[config.mk]
export PLATFORM = sky130hd
export DESIGN_NAME = apb_rr_master_flat
export DESIGN_NICKNAME = d
export VERILOG_FILES = /design/src/rtl/apb_rr_master_if.sv /design/src/rtl/apb_rr_master.sv /design/src/flat_wrapper.sv
export SDC_FILE = /design/constraint.sdc
export NUM_CORES = 1
export LEC_CHECK = 0
export BUFFER_PORTS_ARGS = -buffer_cell sky130_fd_sc_hd__buf_2
export CAP_MARGIN = 30
export CORE_MARGIN = 5
export CORE_UTILIZATION = 48
export CTS_CLUSTER_DIAMETER = 50
export DETAILED_ROUTE_END_ITERATION = 16
export GPL_TIMING_DRIVEN = 0
export PLACE_DENSITY_LB_ADDON = 0.3
export SLEW_MARGIN = 20
export SYNTH_ARGS = -nofsm -noshare
export SYNTH_HDL_FRONTEND = slang
export SYNTH_SLANG_ARGS = --single-unit
[constraint.sdc]
create_clock -name PCLK -period 2.3 [get_ports PCLK]
set_input_delay 0.575 -clock PCLK [delete_from_list [all_inputs] [get_ports PCLK]]
set_output_delay 0.575 -clock PCLK [all_outputs]
set_load 0.1 [all_outputs]
[src/rtl/apb_rr_master_if.sv]
// Requester command/response channels and the shared APB bus of apb_rr_master.
interface apb_rr_master_if #(
    parameter int unsigned NREQ   = 2,
    parameter int unsigned ADDR_W = 32,
    parameter int unsigned DATA_W = 32
);
    logic [NREQ-1:0]        req_valid;
    logic [NREQ-1:0]        req_ready;
    logic [NREQ-1:0]        req_write;
    logic [NREQ*ADDR_W-1:0] req_addr;
    logic [NREQ*DATA_W-1:0] req_wdata;
    logic [NREQ-1:0]        rsp_valid;
    logic [DATA_W-1:0]      rsp_rdata;
    logic                   rsp_err;
    logic                   PSELx;
    logic                   PENABLE;
    logic                   PWRITE;
    logic [ADDR_W-1:0]      PADDR;
    logic [DATA_W-1:0]      PWDATA;
    logic [DATA_W-1:0]      PRDATA;
    logic                   PREADY;
    logic                   PSLVERR;

    modport master (
        input  req_valid, req_write, req_addr, req_wdata, PRDATA, PREADY, PSLVERR,
        output req_ready, rsp_valid, rsp_rdata, rsp_err, PSELx, PENABLE, PWRITE, PADDR, PWDATA
    );

    modport slave (
        output req_valid, req_write, req_addr, req_wdata, PRDATA, PREADY, PSLVERR,
        input  req_ready, rsp_valid, rsp_rdata, rsp_err, PSELx, PENABLE, PWRITE, PADDR, PWDATA
    );
endinterface

[src/rtl/apb_rr_master.sv]
// APB master shared round-robin among NREQ requesters; SETUP/ACCESS sequencing
// with PREADY wait states bounded by an optional timeout.
module apb_rr_master #(
    parameter int unsigned NREQ    = 2,
    parameter int unsigned ADDR_W  = 32,
    parameter int unsigned DATA_W  = 32,
    parameter int unsigned TIMEOUT = 16
) (
    input logic             PCLK,
    input logic             PRESETn,
    apb_rr_master_if.master bus
);
    localparam int unsigned IDX_W  = $clog2(NREQ);
    localparam int unsigned WAIT_W = (TIMEOUT > 1) ? $clog2(TIMEOUT) : 1;

    typedef enum logic [1:0] {S_IDLE, S_SETUP, S_ACCESS} state_t;

    state_t            r_state;
    logic [IDX_W-1:0]  r_last;
    logic [IDX_W-1:0]  r_owner;
    logic [WAIT_W-1:0] r_wait;
    logic              r_psel;
    logic              r_penable;
    logic              r_pwrite;
    logic [ADDR_W-1:0] r_paddr;
    logic [DATA_W-1:0] r_pwdata;
    logic [NREQ-1:0]   r_rsp_valid;
    logic [DATA_W-1:0] r_rsp_rdata;
    logic              r_rsp_err;

    logic              w_gnt_any;
    logic [IDX_W-1:0]  w_gnt_idx;
    logic [IDX_W-1:0]  w_cand;
    logic [NREQ-1:0]   w_ready;
    logic              w_gnt_write;
    logic [ADDR_W-1:0] w_gnt_addr;
    logic [DATA_W-1:0] w_gnt_wdata;

    // Search starts one past the last grant, so the previous winner is visited last.
    always_comb begin
        w_gnt_any = 1'b0;
        w_gnt_idx = '0;
        w_cand    = '0;
        for (int unsigned k = 1; k <= NREQ; k++) begin
            w_cand = IDX_W'((32'(r_last) + k) % NREQ);
            if (!w_gnt_any && bus.req_valid[w_cand]) begin
                w_gnt_any = 1'b1;
                w_gnt_idx = w_cand;
            end
        end
    end

    always_comb begin
        w_ready = '0;
        if (r_state == S_IDLE && w_gnt_any) begin
            w_ready[w_gnt_idx] = 1'b1;
        end
    end

    always_comb begin
        w_gnt_write = 1'b0;
        w_gnt_addr  = '0;
        w_gnt_wdata = '0;
        for (int unsigned i = 0; i < NREQ; i++) begin
            if (IDX_W'(i) == w_gnt_idx) begin
                w_gnt_write = bus.req_write[i];
                w_gnt_addr  = bus.req_addr[i*ADDR_W +: ADDR_W];
                w_gnt_wdata = bus.req_wdata[i*DATA_W +: DATA_W];
            end
        end
    end

    always_ff @(posedge PCLK or negedge PRESETn) begin
        if (!PRESETn) begin
            r_state     <= S_IDLE;
            r_last      <= IDX_W'(NREQ - 1);
            r_owner     <= '0;
            r_wait      <= '0;
            r_psel      <= 1'b0;
            r_penable   <= 1'b0;
            r_pwrite    <= 1'b0;
            r_paddr     <= '0;
            r_pwdata    <= '0;
            r_rsp_valid <= '0;
            r_rsp_rdata <= '0;
            r_rsp_err   <= 1'b0;
        end else begin
            r_rsp_valid <= '0;
            case (r_state)
                S_IDLE: begin
                    if (w_gnt_any) begin
                        r_last   <= w_gnt_idx;
                        r_owner  <= w_gnt_idx;
                        r_pwrite <= w_gnt_write;
                        r_paddr  <= w_gnt_addr;
                        r_pwdata <= w_gnt_wdata;
                        r_psel   <= 1'b1;
                        r_state  <= S_SETUP;
                    end
                end
                S_SETUP: begin
                    r_penable <= 1'b1;
                    r_wait    <= '0;
                    r_state   <= S_ACCESS;
                end
                S_ACCESS: begin
                    if (bus.PREADY) begin
                        r_psel               <= 1'b0;
                        r_penable            <= 1'b0;
                        r_state              <= S_IDLE;
                        r_rsp_valid[r_owner] <= 1'b1;
                        r_rsp_err            <= bus.PSLVERR;
                        r_rsp_rdata          <= r_pwrite ? '0 : bus.PRDATA;
                    end else if (TIMEOUT != 0 && r_wait == WAIT_W'(TIMEOUT - 1)) begin
                        r_psel               <= 1'b0;
                        r_penable            <= 1'b0;
                        r_state              <= S_IDLE;
                        r_rsp_valid[r_owner] <= 1'b1;
                        r_rsp_err            <= 1'b1;
                        r_rsp_rdata          <= '0;
                    end else begin
                        r_wait <= r_wait + 1'b1;
                    end
                end
                default: r_state <= S_IDLE;
            endcase
        end
    end

    assign bus.req_ready = w_ready;
    assign bus.rsp_valid = r_rsp_valid;
    assign bus.rsp_rdata = r_rsp_rdata;
    assign bus.rsp_err   = r_rsp_err;
    assign bus.PSELx     = r_psel;
    assign bus.PENABLE   = r_penable;
    assign bus.PWRITE    = r_pwrite;
    assign bus.PADDR     = r_paddr;
    assign bus.PWDATA    = r_pwdata;
endmodule

[src/flat_wrapper.sv]
// flat-port wrapper written by rule: the top's interface ports become plain ports
module apb_rr_master_flat 
#(
    parameter int unsigned NREQ    = 2,
    parameter int unsigned ADDR_W  = 32,
    parameter int unsigned DATA_W  = 32,
    parameter int unsigned TIMEOUT = 16
)
  (PCLK, PRESETn, bus_req_valid, bus_req_write, bus_req_addr, bus_req_wdata, bus_PRDATA, bus_PREADY, bus_PSLVERR, bus_req_ready, bus_rsp_valid, bus_rsp_rdata, bus_rsp_err, bus_PSELx, bus_PENABLE, bus_PWRITE, bus_PADDR, bus_PWDATA);
  apb_rr_master_if #(.NREQ(NREQ), .ADDR_W(ADDR_W), .DATA_W(DATA_W)) bus_i ();
  input logic PCLK;
  input logic PRESETn;
  input wire logic [$bits(bus_i.req_valid)-1:0] bus_req_valid;
  input wire logic [$bits(bus_i.req_write)-1:0] bus_req_write;
  input wire logic [$bits(bus_i.req_addr)-1:0] bus_req_addr;
  input wire logic [$bits(bus_i.req_wdata)-1:0] bus_req_wdata;
  input wire logic [$bits(bus_i.PRDATA)-1:0] bus_PRDATA;
  input wire logic [$bits(bus_i.PREADY)-1:0] bus_PREADY;
  input wire logic [$bits(bus_i.PSLVERR)-1:0] bus_PSLVERR;
  output wire logic [$bits(bus_i.req_ready)-1:0] bus_req_ready;
  output wire logic [$bits(bus_i.rsp_valid)-1:0] bus_rsp_valid;
  output wire logic [$bits(bus_i.rsp_rdata)-1:0] bus_rsp_rdata;
  output wire logic [$bits(bus_i.rsp_err)-1:0] bus_rsp_err;
  output wire logic [$bits(bus_i.PSELx)-1:0] bus_PSELx;
  output wire logic [$bits(bus_i.PENABLE)-1:0] bus_PENABLE;
  output wire logic [$bits(bus_i.PWRITE)-1:0] bus_PWRITE;
  output wire logic [$bits(bus_i.PADDR)-1:0] bus_PADDR;
  output wire logic [$bits(bus_i.PWDATA)-1:0] bus_PWDATA;
  assign bus_i.req_valid = bus_req_valid;
  assign bus_i.req_write = bus_req_write;
  assign bus_i.req_addr = bus_req_addr;
  assign bus_i.req_wdata = bus_req_wdata;
  assign bus_i.PRDATA = bus_PRDATA;
  assign bus_i.PREADY = bus_PREADY;
  assign bus_i.PSLVERR = bus_PSLVERR;
  assign bus_req_ready = bus_i.req_ready;
  assign bus_rsp_valid = bus_i.rsp_valid;
  assign bus_rsp_rdata = bus_i.rsp_rdata;
  assign bus_rsp_err = bus_i.rsp_err;
  assign bus_PSELx = bus_i.PSELx;
  assign bus_PENABLE = bus_i.PENABLE;
  assign bus_PWRITE = bus_i.PWRITE;
  assign bus_PADDR = bus_i.PADDR;
  assign bus_PWDATA = bus_i.PWDATA;
  apb_rr_master #(.NREQ(NREQ), .ADDR_W(ADDR_W), .DATA_W(DATA_W), .TIMEOUT(TIMEOUT)) u_core (.PCLK(PCLK), .PRESETn(PRESETn), .bus(bus_i));
endmodule
==> impl_metrics.ini, run 1 <==
[synthesis]
syn-cell-area_um2 = 5000
yosysMostFrequentCell = dfrtp_1
synth.cells.most_frequent = dfrtp_1, a221o_1, and2_0
synth.area.top_cells = dfrtp_1, a221o_1, and2_0
synth_ff_type = dfrtp_1
avgSynthCellArea_um2 = 11.8
yosys_warnings = 0
synth_top_area_cell = dfrtp_1
synth_edf_count = 0
synth.distinct_cells = 33
syn_nets = 598
netlist_instances = 425
synth_top_area_share_pct = 54.5
async_reset_ff_share_pct = 100
ys_seq_area_share_pct = 55.0
ys_seq_elements = 110

[die]
num_rows = 37
initial_utilization_pct = 48.9
io_pins = 272
dieArea_um2 = 12600
core-area_um2 = 10200
chipWidth_um = 112
dieHeight_um = 112

[final_layout]
num_antenna_cells = 0
syn2layout_area_growth_pct = 37.2
drive_above_1_share_pct = 48.4
nNetsFinal = 887
fin_cells = 855
post-route-util_pct = 67.1

[worst_setup_path]
critPathMaxStageDelay_ns = 0.41
reg2reg_slack_ns = 0.45
path_cells = inv_1 -> ha_4 -> nand2_1 -> a21oi_4 -> buf_8 -> buf_12
cp-endpoint = bus_req_ready[1]
start_kind = flop
cp_slowest_cell = dfrtp_1
cp.buffers_inverters = 3
critical_path_depth = 6
worstSetupEndpointType = output pin
crit_type = reg2out
worst_ep_arrival_time_ns = 1.61
worstPathRequired_ns = 1.73
startpoint = u_core.r_state[1]
rr_worst_depth = 6
path_max_fanout = 8
r2r_start = u_core.r_state[0]
crit_family = buffers and inverters
worstReg2RegEnd = u_core.bus.rsp_rdata[11]

[detailed_routing]
drc_errors = 0
viasPerCell = 5.40
final_antenna_net_count = 0
vias = 4620
first_pass_iters = 4
dr.first_iter.drc_count = 287
wl_mm = 15.5
wl_per_cell_um = 18.1

[place]
dpl.hpwl_mm = 12.0
portBuffers = 271
dp_cells = 833
place_congestion = 0.876
post-place-ws_ns = -0.168

[clock_tree]
worstSkewPairLatency_ns = 0.36
numCtsBuffers = 9
htree_levels = 3
cts_tree = yes
hold_buffers = 0
cts.sink_count = 110
path_clk_slew_ns = 0.10
clock_path_buffers = 2
root_buffer = clkbuf_8

[sta]
setup_ws_ns = 0.113
finalSetupViolations = 0
finClkSkew_ns = 0.0158
post-route-period-util_pct = 95.1
finalCriticalPeriod_ns = 2.19
tightest_slew_ns = 0.523
drv_slew = 0
fmax_mhz = 457
hold_viol = 0
slew_headroom_pct = 65.4
worst_hold_slack_ns = 0.111

[global_routing]
grt_overflow_total = 0
grt_pass1_wl_mm = 25.1
grt_max_degree = 71
grt_pass1_vias = 4958
grt.total_usage_pct = 24.6
antenna_found_initial = 0

[job]
maxCapViolCount = 0

[worst_hold_path]
min_path_type = in2async

[run_status]
outcome = finished, final reports clean
[metal layers]
metal	wire, um	vias to the layer above	part of all wire, %	global-route usage [%]
met3	1300	48	8.4	4.80
met5	0	-	0	0
li1	-	2138	-	-
met4	581	0	3.8	10.7
met2	7540	261	49	41.2
met1	6050	2173	39	31.2
[worst register-to-register path, delay by kind of cell (launching register included)]
family,cells,cell delay [ns]
simple gates,1,0.21
compound gates,1,0.09
flops,1,0.40
buf+inv,3,0.94
fa+ha+maj,1,0.16
[per-stage QoR]
step,cell area [um^2],setup TNS (ns)
floorplan,5000,0
global placement,6530,-59.48
detailed placement,6570,-0.293
CTS,6830,0
finish,6870,0
global route,6870,-0.0208
[registers in the layout, indices dropped and copies added, names as in the netlist]
signal / count
u_core.bus.PADDR: 32
u_core.bus.PENABLE: 1
u_core.bus.PSELx: 1
u_core.bus.PWDATA: 32
u_core.bus.PWRITE: 1
u_core.bus.rsp_err: 1
u_core.bus.rsp_rdata: 32
u_core.bus.rsp_valid: 2
u_core.r_last: 1
u_core.r_owner: 1
u_core.r_state: 2
u_core.r_wait: 4
[placed cells by master (no fill, tap or decap), types with 2 or more instances in the layout]
| cell type | n |
|---|---|
| a21o_1 | 2 |
| a21oi_1 | 7 |
| a21oi_4 | 2 |
| a221o_1 | 65 |
| and2_0 | 54 |
| and2_1 | 12 |
| and3_1 | 2 |
| buf_12 | 2 |
| buf_2 | 271 |
| buf_4 | 9 |
| buf_6 | 15 |
| clkbuf_1 | 19 |
| clkbuf_8 | 9 |
| clkinv_2 | 2 |
| dfrtp_1 | 109 |
| ha_1 | 4 |
| inv_1 | 37 |
| nand2_1 | 5 |
| nand4_1 | 32 |
| nor2_1 | 2 |
| nor2b_1 | 2 |
| o21ai_0 | 3 |
| o21ai_2 | 31 |
| o31ai_1 | 4 |
| or3_1 | 3 |
[timing repair]
item / 4_1_cts / 5_1_grt
setup buffers: 2 / 4
resized for setup: 17 / 2
endpoints found under the setup margin: 2 / 2
hold endpoints to repair: 0 / 0
[how the worst min path moves through the flow]
stage / from / end / depth (start not counted)
finish: PRESETn / u_core.bus.PENABLE / 1
global route: PRESETn / u_core.bus.rsp_rdata[5] / 1
CTS: PRESETn / u_core.bus.rsp_rdata[5] / 1
detailed placement: u_core.r_owner / u_core.bus.rsp_valid[0] / 1
global placement: u_core.r_owner / u_core.bus.rsp_valid[0] / 1
floorplan: PRESETn / u_core.bus.PADDR[0] / 0
[area by class of cell]
| class | count | area [um^2] |
|---|---|---|
| Sequential cell | 110 | 2750 |
| Clock inverter | 3 | 40.0 |
| Inverter | 38 | 143 |
| Clock buffer | 13 | 139 |
| Fill cell | 821 | 3360 |
| Buffer | 36 | 267 |
| Tap cell | 136 | 170 |
| Multi-Input combinational cell | 241 | 1890 |
| Timing Repair Buffer | 278 | 1470 |
[kinds of logic after synthesis]
logic type	Yosys count	synth area share [%]
muxes	1	0.225
AOI/OAI and AO/OA	121	21.8
adders and majority gates	5	1.25
buffers and inverters	74	7.85
and+or+nand+nor	114	13.9
DFF	110	55.0
Power of run 1 is left out: the tool's default activity adds up to more than one toggle a clock period on the data nets, which glitch-free logic cannot reach.
==> inputs of run 2 (changes only) <==
GPL_TIMING_DRIVEN = not set   (was 0)
PLACE_DENSITY = 0.93   (was not set)
PLACE_DENSITY_LB_ADDON = not set   (was 0.3)
==> impl_metrics.ini, run 2 (same netlist as run 1, synthesis figures left out) <==
[final_layout]
nNetsFinal = 858
syn2layout_area_growth_pct = 33.2
layout_common_cells = buf_2, dfrtp_1, a221o_1
final_cell_area_um2 = 6670
final_common_cell = buf_2
drive_above_1_share_pct = 49.0
num_antenna_cells = 0

[sta]
hold_viol = 0
setup_ws_ns = 0.130
finalCriticalPeriod_ns = 2.17
drv_slew = 0
slew_headroom_pct = 47.4
tns_ns = 0
finClkSkew_ns = 0.0141
rsz0062_at_grt = false
tightest_slew_ns = 0.789
fmax_mhz = 461
post-route-period-util_pct = 94.4
finalSetupViolations = 0

[worst_setup_path]
worstPathRequired_ns = 1.73
worst_ep_arrival_time_ns = 1.60
cp_slowest_cell = dfrtp_1
worstSetupEndpointType = output pin
start_kind = flop
crit_type = reg2out
path_max_fanout = 6
critPathMaxStageDelay_ns = 0.43
path_cells = inv_1 -> ha_4 -> nand2_1 -> a21oi_4 -> buf_12

[detailed_routing]
first_pass_iters = 4
vias = 4523
viasPerCell = 5.48
dr.first_iter.drc_count = 459
wl_per_cell_um = 18.0
drc_errors = 0
wl_mm = 14.9
final_antenna_net_count = 0

[clock_tree]
path_clk_slew_ns = 0.11
numCtsBuffers = 9
hold_buffers = 0
postCtsSetupBuffers = 0
clock_path_buffers = 2
root_buffer = clkbuf_8
cts_tree = yes
worstSkewPairLatency_ns = 0.36
cts.sink_count = 110
htree_levels = 3

[place]
portBuffers = 271
dpl.hpwl_mm = 11.3
place_congestion = 0.890
placed_cell_area_um2 = 6460
post-place-ws_ns = 0.339

[global_routing]
grt_overflow_total = 0
grt_pass1_vias = 4776
antenna_found_initial = 0
grt_pass1_wl_mm = 23.8
grt_max_degree = 40
grt.total_usage_pct = 23.1

[die]
io_pins = 272
num_rows = 37
dieHeight_um = 112
dieArea_um2 = 12600
core-area_um2 = 10200
initial_utilization_pct = 48.9
chipWidth_um = 112

[worst_hold_path]
min_path_type = in2async

[job]
maxCapViolCount = 0

[run_status]
outcome = finished, final reports clean
-- run 2: cell types whose count changed in the layout (fill, tap and decap cells not counted), moves of 2 or more --
cell	change
buf_2	-3
buf_4	+5
buf_6	-15
clkbuf_1	-17
clkinv_4	+2
-- run 2: layer usage --
layer  global-route usage [%]  wire length (um)
met5                        0                 0
met3                     5.44              1360
met2                     39.2              7520
met1                     29.3              5780
met4                     7.21               214
-- run 2: per-stage QoR --
stage               util, %  std cells  hold WS [ns]
finish                 65.1        826         0.171
global route           65.1        826         0.188
CTS                    65.1        826         0.173
detailed placement     63.2        810         0.446
global placement       63.2        810         0.445
floorplan                 -        425         0.279
-- run 2: final cells by class --
cell class                      count  area [um^2]
Sequential cell                   110         2750
Multi-Input combinational cell    241         1900
Clock buffer                       11          131
Tap cell                          136          170
Fill cell                         806         3570
Clock inverter                      5         60.1
Inverter                           38          143
Timing Repair Buffer              285         1510
-- run 2: worst paths after layout --
kind / from / to / slack, ns / cells after the start
setup / recovery: u_core.r_state[1] / bus_req_ready[0] / 0.13 / 5
min in group PCLK: bus_req_addr[25] / u_core.bus.PADDR[25] / 0.44 / 2
hold / removal: PRESETn / u_core.bus.PWDATA[4] / 0.17 / 1
hold reg to reg: u_core.r_owner / u_core.bus.rsp_valid[0] / 0.45 / 1
setup reg to reg: u_core.r_wait[0] / u_core.bus.rsp_rdata[1] / 0.34 / 5
max in group asynchronous: PRESETn / u_core.bus.PWDATA[19] / 1.49 / 2
-- run 2: critical path: cells and delay by family (launching register included) --
kind                     cells  cell delay, ns
AO/OA/AOI/OAI                1            0.18
adder cells (fa/ha/maj)      1            0.19
buffers and inverters        2            0.34
flip-flops                   1            0.43
AND/OR/NAND/NOR              1            0.10
-- run 2: timing repair --
action,CTS,global route
pin swaps,0,0
resized for setup,2,1
setup endpoints to repair,2,1
Power of run 2 is left out for the same reason.
